### src/rtl/quiz_pkg.sv
// Shared state encoding and parameter defaults for the quiz scoreboard.
package quiz_pkg;

  localparam int unsigned N_PLAYERS_DEF    = 4;
  localparam int unsigned SCORE_W_DEF      = 4;
  localparam int unsigned PROB_W_DEF       = 3;
  localparam int unsigned NUM_PROBLEMS_DEF = 7;
  localparam int unsigned POINTS_DEF       = 1;

  localparam int unsigned STATE_W = 2;

  typedef enum logic [STATE_W-1:0] {
    ST_IDLE = 2'd0,
    ST_PLAY = 2'd1,
    ST_OVER = 2'd2
  } state_e;

endpackage

### src/rtl/quiz_max_tree.sv
// Multi-hot mask of every player whose score equals the highest score.
module quiz_max_tree
  import quiz_pkg::*;
#(
  parameter int unsigned N_PLAYERS = N_PLAYERS_DEF,
  parameter int unsigned SCORE_W   = SCORE_W_DEF
) (
  input  logic [N_PLAYERS*SCORE_W-1:0] scores,
  output logic [N_PLAYERS-1:0]         max_mask
);

  logic [SCORE_W-1:0] max_c;

  // Running maximum across all players
  always_comb begin
    max_c = '0;
    for (int i = 0; i < N_PLAYERS; i++) begin
      if (scores[i*SCORE_W +: SCORE_W] > max_c) begin
        max_c = scores[i*SCORE_W +: SCORE_W];
      end
    end
  end

  // Flag every player reaching the maximum; ties (including all-zero) set each bit
  always_comb begin
    max_mask = '0;
    for (int i = 0; i < N_PLAYERS; i++) begin
      max_mask[i] = (scores[i*SCORE_W +: SCORE_W] == max_c);
    end
  end

endmodule

### src/rtl/quiz_scoreboard.sv
// Quiz game scoreboard: commits answers on ready rising edges, keeps saturating
// per-player scores and a problem count, and reports the winners once the game ends.
module quiz_scoreboard
  import quiz_pkg::*;
#(
  parameter int unsigned N_PLAYERS    = N_PLAYERS_DEF,
  parameter int unsigned SCORE_W      = SCORE_W_DEF,
  parameter int unsigned PROB_W       = PROB_W_DEF,
  parameter int unsigned NUM_PROBLEMS = NUM_PROBLEMS_DEF,
  parameter int unsigned POINTS       = POINTS_DEF
) (
  input  logic                         clk,
  input  logic                         greset,
  input  logic                         ready,
  input  logic [N_PLAYERS-1:0]         check,
  output logic [N_PLAYERS*SCORE_W-1:0] scores,
  output logic [PROB_W-1:0]            problem,
  output logic                         reset,
  output logic                         game_over,
  output logic [N_PLAYERS-1:0]         winner,
  output logic [STATE_W-1:0]           state
);

  state_e                         state_q,   state_d;
  logic                           ready_q,   ready_d;
  logic [N_PLAYERS*SCORE_W-1:0]   scores_q,  scores_d;
  logic [PROB_W-1:0]              problem_q, problem_d;
  logic                           reset_q,   reset_d;
  logic                           commit_c;
  logic [N_PLAYERS-1:0]           max_mask;

  // Add POINTS to one score, clamping at all-ones instead of wrapping
  function automatic logic [SCORE_W-1:0] sat_add(input logic [SCORE_W-1:0] a);
    logic [SCORE_W:0] sum;
    sum = {1'b0, a} + (SCORE_W+1)'(POINTS);
    return sum[SCORE_W] ? {SCORE_W{1'b1}} : sum[SCORE_W-1:0];
  endfunction

  // All state registers; greset clears everything asynchronously
  always_ff @(posedge clk or posedge greset) begin
    if (greset) begin
      state_q   <= ST_IDLE;
      ready_q   <= 1'b0;
      scores_q  <= '0;
      problem_q <= '0;
      reset_q   <= 1'b0;
    end else begin
      state_q   <= state_d;
      ready_q   <= ready_d;
      scores_q  <= scores_d;
      problem_q <= problem_d;
      reset_q   <= reset_d;
    end
  end

  // Next-state: IDLE waits for ready low, PLAY scores each commit, OVER freezes
  always_comb begin
    state_d   = state_q;
    ready_d   = ready;
    scores_d  = scores_q;
    problem_d = problem_q;
    reset_d   = 1'b0;
    commit_c  = ready & ~ready_q;
    case (state_q)
      ST_IDLE: begin
        if (!ready) begin
          state_d = ST_PLAY;
        end
      end
      ST_PLAY: begin
        if (commit_c) begin
          for (int i = 0; i < N_PLAYERS; i++) begin
            if (check[i]) begin
              scores_d[i*SCORE_W +: SCORE_W] = sat_add(scores_q[i*SCORE_W +: SCORE_W]);
            end
          end
          problem_d = problem_q + PROB_W'(1);
          reset_d   = 1'b1;
          if (problem_d == PROB_W'(NUM_PROBLEMS)) begin
            state_d = ST_OVER;
          end
        end
      end
      ST_OVER: begin
        state_d = ST_OVER;
      end
      default: begin
        state_d = ST_IDLE;
      end
    endcase
  end

  quiz_max_tree #(
    .N_PLAYERS (N_PLAYERS),
    .SCORE_W   (SCORE_W)
  ) u_max_tree (
    .scores   (scores_q),
    .max_mask (max_mask)
  );

  assign scores    = scores_q;
  assign problem   = problem_q;
  assign reset     = reset_q;
  assign state     = state_q;
  assign game_over = (state_q == ST_OVER);
  assign winner    = game_over ? max_mask : '0;

endmodule

### config.mk
export PLATFORM = sky130hd
export DESIGN_NAME = quiz_scoreboard
export DESIGN_NICKNAME = d
export VERILOG_FILES = /design/src/rtl/quiz_pkg.sv /design/src/rtl/quiz_max_tree.sv /design/src/rtl/quiz_scoreboard.sv
export SDC_FILE = /design/constraint.sdc
export NUM_CORES = 1
export LEC_CHECK = 0
export BUFFER_PORTS_ARGS = -buffer_cell sky130_fd_sc_hd__buf_2
export CAP_MARGIN = 20
export CORE_ASPECT_RATIO = 1.1
export CORE_UTILIZATION = 50
export DETAILED_ROUTE_END_ITERATION = 8
export GPL_TIMING_DRIVEN = 0
export PLACE_DENSITY = 0.73
export SETUP_SLACK_MARGIN = 0.5
export SYNTH_ARGS = -nofsm -noshare
export SYNTH_HDL_FRONTEND = slang
export SYNTH_SLANG_ARGS = --single-unit
### constraint.sdc
create_clock -name clk -period 10.6 [get_ports clk]
set_input_delay 0.53 -clock clk [delete_from_list [all_inputs] [get_ports clk]]
set_output_delay 0.53 -clock clk [all_outputs]
set_load 0.02 [all_outputs]
==> run metrics, run 1 <==
delay of the slowest cell on the worst path=approximately 0.45 ns; post-layout min period=between 6 and 7 ns; Overflow after GRT=0; Area Overhead vs Synth=14.6%; Die Y=66.4 um; Remaining DRCs=0; worst hold path type=input pin to flop; IO buf count=33; critical path launch point type=flop; final RePlAce weighted congestion=0.843; clock buffer depth=2; Final Hold Vio Count=0; clk sink count=23; post-synthesis compound-gate area fraction=0.161; largest net degree at the start of global routing=24; share of layout cells above drive strength 1=0.212; sequential share of the synthesized area=0.306; setup bufs post-CTS=0; async set or reset register ratio after synthesis=1.00; post-synth cell types=42; die area=0.00402 mm2; share of the synthesized area in the top cell type=0.306; diodes inserted=0; Tot GR Track Use=0.197; Worst-Skew Late Latency=0.26 ns; initial antenna violation count=0; largest family of logic cells by synthesized area=simple AND/OR/NAND/NOR gates; CTS Hold Buffers Added=0; final slew viol count=0; DR vias/cell=5.33; f_max=around 160 MHz; status=completed; H-tree level count=1; setup TNS=0 ns; EDFF count, synth=0; First-pass DRT Iterations=4; fraction of the mapped netlist area in simple logic gates=0.165; routed wire length per instance=12.9 um; ys flop type=dfrtp_1; xor/xnor share of the synthesized area=0.0651; chip width=60.5 um; area share of fa/ha/maj cells after synthesis=0.153; critical path, cell by cell=inv_1, ha_1, nor3b_1, nand2b_1, ha_1, and4_2, a211oi_4, mux2_2, inv_1, ha_1, a211oi_1, nand2_1, o211ai_1, mux2i_1, ha_1, nand4_1, o21ai_0, a21o_1, and2_0, clkbuf_1, a221oi_1, o21ai_0, nor4_2, buf_2; first-pass GRT wire length=6040 um; Resized cells post-CTS=0; WHS=0.409 ns; post-synthesis mux area share=0.0957; io pins=34; via count=between 1,500 and 2,000; site row count=23; relative slew slack=0.424; Critical Path AT=5.88 ns; Most common cell on crit path=ha_1; CP max FO=7; root buffer cell=clkbuf_8; fin crit share=0.604; WP buf/inv=4; syn nets=approximately 230; yosys synthesis warning count=0; max cap viols=0; Worst Path Class, Setup=flop to primary output; Starting DRT DRC Count=53; Area contributors post-synth=dfrtp_1 (31%), ha_1 (15%), a21oi_1 (4.5%), xnor2_1 (4.2%), inv_1 (4.0%); Cells after Synth=204; CTS tree=built; Routed WL=3750 um; fin nets=272; Starting Density=0.519; cell class contributing the biggest share of worst-path delay=compound AO/OA/AOI/OAI gates; average size of a mapped cell=9.23 um2; final setup skew=0.00974 ns; Worst-Margin Slew=between 0.8 and 0.9 ns; clk slew on worst S/H paths=approximately 0.090 ns; DP HPWL=2960 um; count of final setup violators=0; vias in the first global route=about 1,400; unrepaired setup endpoints after global routing=no; number of routed nets with antenna violations=0; area of the mapped netlist=roughly 0.0019 mm2; Seq cells post-synth=23; slowest CP cell=dfrtp_1; crit end category=primary output; area leader, netlist=dfrtp_1; CTS Buf Count=3; Placeable Area=roughly 0.0036 mm2; CP required=slightly above 10 ns
[synth_stat cells (6+ instances only)]
cell type and n:
a21oi_1 17, a31oi_1 6, clkbuf_1 6, dfrtp_1 23
ha_1 23, inv_1 20, mux2_2 6, mux2i_1 6
nand2_1 14, nand4_1 6, nor2_1 10, xnor2_1 9
[final timing paths]
| kind | start | to | cells past startpoint | slack (ns) |
|---|---|---|---|---|
| worst max-delay path | scores[0]$_DFFE_PP0P_ | winner[2] | 24 | 4.19 |
| worst min-delay path | ready | ready_q$_DFF_PP0_ | 1 | 0.41 |
| worst max register to register | state[1]$_DFFE_PP0P_ | scores[15]$_DFFE_PP0P_ | 7 | 8.53 |
| worst min register to register | problem[2]$_DFFE_PP0P_ | problem[2]$_DFFE_PP0P_ | 1 | 0.51 |
| max in group asynchronous | greset | scores[11]$_DFFE_PP0P_ | 2 | 9.63 |
| min in group asynchronous | greset | state[0]$_DFFE_PP0P_ | 2 | 0.43 |
[cell type report]
cell class | count | area (um2)
fillers | 345 | 1470
multi-input cells | 154 | 1200
flip-flops and latches | 23 | 576
repair buffers | 33 | 165
inverters | 20 | 75.1
well taps | 50 | 62.6
clock buffers | 3 | 41.3
plain buffers | 7 | 27.5
clock inverters | 1 | 5.00
[layout by cell type, fill, tap and decap left out, drive strengths merged, types with 4 or more instances in the layout]
cell,count
buf,34
and2,4
dfrtp,23
nand2,14
a21oi,17
nor2,10
o21a,5
mux2,8
nand4,6
mux2i,7
a31oi,6
inv,20
xor2,5
nand3,5
xnor2,9
clkbuf,9
o21ai,4
ha,23
[through the flow]
stage	util	worst slack, ns	std cells	cell area, um2
after detailed placement	0.582	4.45	287	2110
final	0.595	4.19	291	2160
after global routing	0.595	3.72	291	2160
after global placement	0.582	4.50	287	2110
after CTS	0.595	4.14	291	2160
after floorplan	-	4.73	204	1880
[cell families (layout without fill, tap and decap cells)]
family	Yosys count	in the layout
xor+xnor	14	14
fa+ha+maj	23	23
buf+inv	27	64
flops	23	23
compound gates	45	45
simple gates	57	57
mux	15	15
[metal layers]
| layer | vias to the layer above | track usage | wire (um) |
|---|---|---|---|
| met5 | - | 0 | 0 |
| met1 | 728 | 0.255 | 1750 |
| met2 | 22 | 0.349 | 1900 |
| li1 | 799 | - | - |
| met4 | 0 | 0.0511 | 23 |
| met3 | 2 | 0.0117 | 73 |
[worst register-to-register path: cells and delay by family, from the launching register on]
kind          cells  cell delay [ns]
mux               1             0.34
flops             1             0.41
fa+ha+maj         1             0.17
simple gates      3             0.58
buf+inv           2             0.45
[flip-flops by register name, summed over array words and instances (netlist names)]
signal and cells:
problem 3, ready_q 1, scores 16, state 2, reset 1
Power of run 1 is left out: the tool's default activity adds up to more than one toggle a clock period on the data nets, which glitch-free logic cannot reach.
==> run 2, diff against run 1 <==
==> constraint.sdc (replaced) <==
create_clock -name clk -period 6.1 [get_ports clk]
set_input_delay 0.305 -clock clk [delete_from_list [all_inputs] [get_ports clk]]
set_output_delay 0.305 -clock clk [all_outputs]
set_load 0.02 [all_outputs]
==> run 2 against run 1 <==
Compared with the run above: critical path depth is the same; worst hold slack lost 0.22 ns; flip-flop and latch count is the same; clock skew shrank 0.0069 ns; count of clock-buffer cells in the layout grew 1; via count grew 11%; cell count grew 8.2%; die area is the same; first-iteration DRC count grew 3.8%; routed wire length grew 29%; setup slack lost 3.7 ns; final area grew 22%; critical endpoint unchanged; largest cell class unchanged.
==> run metrics, run 2 (synthesis gave the netlist of run 1 again) <==
CP required=5.79 ns (-4.28 ns); vias in the first global route=1,441 (+3.1%); CTS tree=built; clk sink count=23 (unchanged); flop2flop setup slack=4.04 ns (-4.49 ns); Tot GR Track Use=0.213 (+0.0163); FF-to-FF path depth=7 (unchanged); CTS Hold Buffers Added=0 (unchanged); unrepaired setup endpoints after global routing=yes; relative slew slack=0.408 (-0.0162); max cap viols=0 (unchanged); Final Hold Vio Count=0 (unchanged); largest net degree at the start of global routing=24 (unchanged); critical path, cell by cell=inv_2, ha_2, nor3b_4, nand2b_4, ha_4, and4_4, a211oi_4, buf_6, mux2_4, inv_2, ha_1, o211ai_1, buf_4, mux2_4, ha_4, nor2b_4, o21ai_4, a21o_1, and2_4, buf_6, a221oi_2, a31oi_1, nor4_4, buf_4; Starting Density=0.519 (unchanged); WP buf/inv=6 (+2); fin crit share=0.913; Critical Path AT=5.26 ns (-0.62 ns); final RePlAce weighted congestion=0.856 (+1.5%); diodes inserted=0 (unchanged); commonest cells after routing, fill and taps aside=buf_2 (31), buf_4 (23), dfrtp_1 (22); FF-to-FF End=scores[15]$_DFFE_PP0P_; routed wire length per instance=15.4 um (+19%); worst hold path type=input pin to flop; cell class contributing the biggest share of worst-path delay=compound AO/OA/AOI/OAI gates; DP HPWL=2920 um (-1.6%); count of final setup violators=0 (unchanged); Worst Path Class, Setup=flop to primary output; clk slew on worst S/H paths=0.08 ns (about the same); setup TNS=0 ns (unchanged); clock buffer depth=2 (unchanged); IO buf count=33 (unchanged); initial antenna violation count=0 (unchanged); Starting DRT DRC Count=55 (+3.8%); First-pass DRT Iterations=4 (unchanged); Hold Path Origin=ready; critical path launch point type=flop; H-tree level count=1 (unchanged); share of layout cells above drive strength 1=0.408 (+0.196); Area Overhead vs Synth=40.2%; slowest CP cell=dfrtp_2; DR vias/cell=5.44 (+2.1%); Overflow after GRT=0 (unchanged); fin nets=296 (+8.8%); CTS Buf Count=3 (unchanged); delay of the slowest cell on the worst path=0.42 ns (-0.03 ns); Worst Hold Path EP=ready_q$_DFF_PP0_; Largest register FFs=16 (unchanged); post-layout min period=5.57 ns; most common cell after layout, fill and taps aside=buf_2; Worst-Margin Slew=0.887 ns (+0.0242 ns); number of routed nets with antenna violations=0 (unchanged); Worst-Skew Late Latency=0.26 ns (about the same); first-pass GRT wire length=6390 um (+5.7%); Remaining DRCs=0 (unchanged); Die Y=66.4 um (unchanged); crit end category=primary output; Routed WL=4840 um (+29%); status=completed; die area=0.00402 mm2 (unchanged); final slew viol count=0 (unchanged); io pins=34 (unchanged); Placeable Area=0.00363 mm2 (unchanged); CP max FO=6 (-1); root buffer cell=clkbuf_8; f_max=180 MHz; Layout fillers=262 (-24%); site row count=23 (unchanged); worst r2r src=state[1]$_DFFE_PP0P_; Hold Crit Depth=1 (unchanged); chip width=60.5 um (unchanged); via count=1,715 (+11%); final setup skew=0.00285 ns (-0.00690 ns)
run 2: area by class of cell:
class | count | area [um2] | share of cell area
sequential | 23 | 577 | 0.218
timing repair buffer | 57 | 368 | 0.139
tap | 50 | 62.6 | 0.0237
clock buffer | 4 | 45.0 | 0.0171
buffer | 7 | 35.0 | 0.0133
multi-input combinational | 154 | 1480 | 0.560
inverter | 20 | 75.1 | 0.0284
run 2: worst max-delay path by stage:
stage	from	to	slack (ns)	cells past startpoint
after floorplan	scores[0]$_DFFE_PP0P_	winner[2]	0.56	23
after global placement	scores[0]$_DFFE_PP0P_	winner[2]	0.18	24
after detailed placement	scores[0]$_DFFE_PP0P_	winner[2]	0.13	24
after CTS	scores[0]$_DFFE_PP0P_	winner[2]	0.50	24
after global routing	scores[0]$_DFFE_PP0P_	winner[2]	0.30	26
final	scores[0]$_DFFE_PP0P_	winner[2]	0.53	24
run 2: timing repair:
action	4_1_cts	5_1_grt
pin swaps	4	15
endpoints found under the setup margin	3	3
resized for setup	26	37
setup buffers	12	12
run 2: layer usage:
| layer | GRT usage | vias to the layer above | share of wire |
|---|---|---|---|
| li1 | - | 854 | - |
| met1 | 0.288 | 815 | 0.44 |
| met2 | 0.357 | 38 | 0.52 |
| met3 | 0.0137 | 8 | 0.026 |
| met4 | 0.0710 | 0 | 0.016 |
| met5 | 0 | - | 0 |
run 2: worst reg2reg max path, stage by stage, from the launching register on:
cell and delay (ns):
dfrtp_1 0.41, inv_1 0.10, ha_1 0.16, and3b_1 0.20, clkbuf_1 0.38, nand2_1 0.21
nor2_1 0.16, mux2_2 0.34
run 2: per-stage QoR:
step	instance area, um2	worst slack [ns]	util	instances	hold WS [ns]
after global routing	2640	0.299	0.728	315	0.180
after global placement	2120	0.183	0.585	287	0.454
after floorplan	1890	0.556	-	204	0.307
after detailed placement	2120	0.133	0.585	287	0.456
after CTS	2360	0.503	0.650	303	0.179
final	2640	0.533	0.728	315	0.188
Power of run 2 is left out for the same reason.
==> run 3, diff against run 2 <==
--- a/config.mk
+++ b/config.mk
@@ -12,7 +12,7 @@
 export DETAILED_ROUTE_END_ITERATION = 8
 export GPL_TIMING_DRIVEN = 0
 export PLACE_DENSITY = 0.73
-export SETUP_SLACK_MARGIN = 0.5
+export REMOVE_ABC_BUFFERS = 1
 export SYNTH_ARGS = -nofsm -noshare
 export SYNTH_HDL_FRONTEND = slang
 export SYNTH_SLANG_ARGS = --single-unit
==> run 3 against run 2 <==
Compared with the run above: worst hold slack improved by 0.0099 ns; register-to-register slack improved by 0.13 ns; clock skew rose by 0.0015 ns; largest cell class unchanged.
==> run metrics, run 3 (synthesis gave the netlist of run 1 again) <==
Largest register FFs=16 (unchanged); Hold Crit Depth=1 (unchanged); Starting Density=0.519 (unchanged); final slew viol count=0 (unchanged); site row count=23 (unchanged); f_max=170 MHz (-5.4%); clk slew on worst S/H paths=0.08 ns (about the same); count of final setup violators=0 (unchanged); vias in the first global route=1,437 (-0.28%); via count=1,606 (-6.4%); FF-to-FF End=scores[3]$_DFFE_PP0P_; DR vias/cell=5.54 (+1.7%); clk sink count=23 (unchanged); Worst Path Class, Setup=flop to primary output; CTS Buf Count=3 (unchanged); share of layout cells above drive strength 1=0.275 (-0.133); Final Hold Vio Count=0 (unchanged); Reg area=578 um2 (+0.22%); DP Area=0.00208 mm2 (-1.7%); final setup skew=0.00437 ns (+0.00153 ns); Routed WL=3980 um (-18%); CP max FO=6 (unchanged); Remaining DRCs=0 (unchanged); Worst Hold Path EP=ready_q$_DFF_PP0_; First-pass DRT Iterations=4 (unchanged); number of routed nets with antenna violations=0 (unchanged); largest net degree at the start of global routing=24 (unchanged); CTS tree=built; CP required=5.79 ns (about the same); Tot GR Track Use=0.209 (-0.00428); Critical Path AT=5.58 ns (+0.32 ns); critical path launch point type=flop; most common cell after layout, fill and taps aside=buf_2; Worst-Skew Late Latency=0.26 ns (about the same); post-layout min period=5.88 ns (+0.318 ns); final RePlAce weighted congestion=0.825 (-3.6%); FF-to-FF path depth=7 (unchanged); cell area after layout=0.00224 mm2 (-15%); H-tree level count=1 (unchanged); flop2flop setup slack=4.17 ns (+0.13 ns); max cap viols=0 (unchanged); Die Y=66.4 um (unchanged); io pins=34 (unchanged); worst r2r src=state[1]$_DFFE_PP0P_; clock buffer depth=2 (unchanged); crit end category=primary output; chip width=60.5 um (unchanged); CTS Hold Buffers Added=0 (unchanged); status=completed; setup TNS=0 ns (unchanged); commonest cells after routing, fill and taps aside=buf_2 (33), ha_1 (23), dfrtp_1 (21); fin crit share=0.965 (+0.0522); die area=0.00402 mm2 (unchanged); Area Overhead vs Synth=18.9%; utilization after layout=0.618 (-0.110); Layout fillers=349 (+33%); DP HPWL=2850 um (-2.3%); IO buf count=33 (unchanged); initial antenna violation count=0 (unchanged); area of the multi-input gates=0.00126 mm2 (-14%); Overflow after GRT=0 (unchanged); Placeable Area=0.00363 mm2 (unchanged); Starting DRT DRC Count=66 (+20%); worst hold path type=input pin to flop; root buffer cell=clkbuf_8; diodes inserted=0 (unchanged); routed wire length per instance=13.7 um (-11%); relative slew slack=0.417 (+0.00900); fin nets=271 (-8.4%); Worst-Margin Slew=0.874 ns (-0.0135 ns); Hold Path Origin=ready; first-pass GRT wire length=6310 um (-1.2%)
## run 3: cell count changes in the layout (fill, tap and decap cells not counted), sizes merged
| cell | before | now |
|---|---|---|
| buf | 59 | 39 |
| clkbuf | 9 | 4 |
## run 3: layout make-up
class,instances,share of cell area
inverter,20,0.0335
sequential,23,0.258
tap,50,0.0279
clock buffer,4,0.0201
multi-input combinational,154,0.565
timing repair buffer,39,0.0955
## run 3: through the flow
stage / worst slack, ns / std cells / hold WS (ns)
floorplan: 0.501 / 197 / 0.307
global placement: 0.250 / 280 / 0.453
detailed placement: 0.225 / 280 / 0.471
CTS: 0.0276 / 285 / 0.196
global route: -0.0574 / 290 / 0.185
finish: 0.215 / 290 / 0.198
## run 3: worst max-delay path by stage
stage	cells past startpoint	from	slack (ns)	to
after floorplan	22	scores[0]$_DFFE_PP0P_	0.50	winner[2]
after global placement	23	scores[0]$_DFFE_PP0P_	0.25	winner[2]
after detailed placement	23	scores[0]$_DFFE_PP0P_	0.23	winner[2]
after CTS	24	scores[0]$_DFFE_PP0P_	0.03	winner[2]
after global routing	23	scores[1]$_DFFE_PP0P_	-0.06	winner[1]
final	24	scores[1]$_DFFE_PP0P_	0.22	winner[2]
## run 3: layer usage
metal	GRT usage	vias up	part of all wire
li1	-	803	-
met1	0.267	765	0.46
met2	0.354	31	0.50
met3	0.0196	7	0.023
met4	0.0881	0	0.020
met5	0	-	0
## run 3: what timing repair did
action	in CTS	in global routing
pin swaps	1	2
hold endpoints to repair	0	0
endpoints found under the setup margin	2	3
resized for setup	3	15
buffers inserted	1	5
## run 3: worst max-delay path, cell delays in order (launching register included)
cell	delay, ns
dfrtp_2	0.45
inv_1	0.11
ha_1	0.15
nor3b_2	0.20
nand2b_4	0.18
ha_1	0.25
and4_2	0.25
a211oi_4	0.25
buf_6	0.16
buf_4	0.10
mux2_2	0.37
inv_1	0.09
ha_1	0.24
o211ai_1	0.17
buf_4	0.20
mux2_4	0.35
ha_1	0.28
nand4_1	0.09
o21ai_0	0.13
a21o_1	0.26
and2_4	0.21
a221oi_1	0.23
o21ai_0	0.12
nor4_2	0.27
buf_2	0.21
Power of run 3 is left out for the same reason.
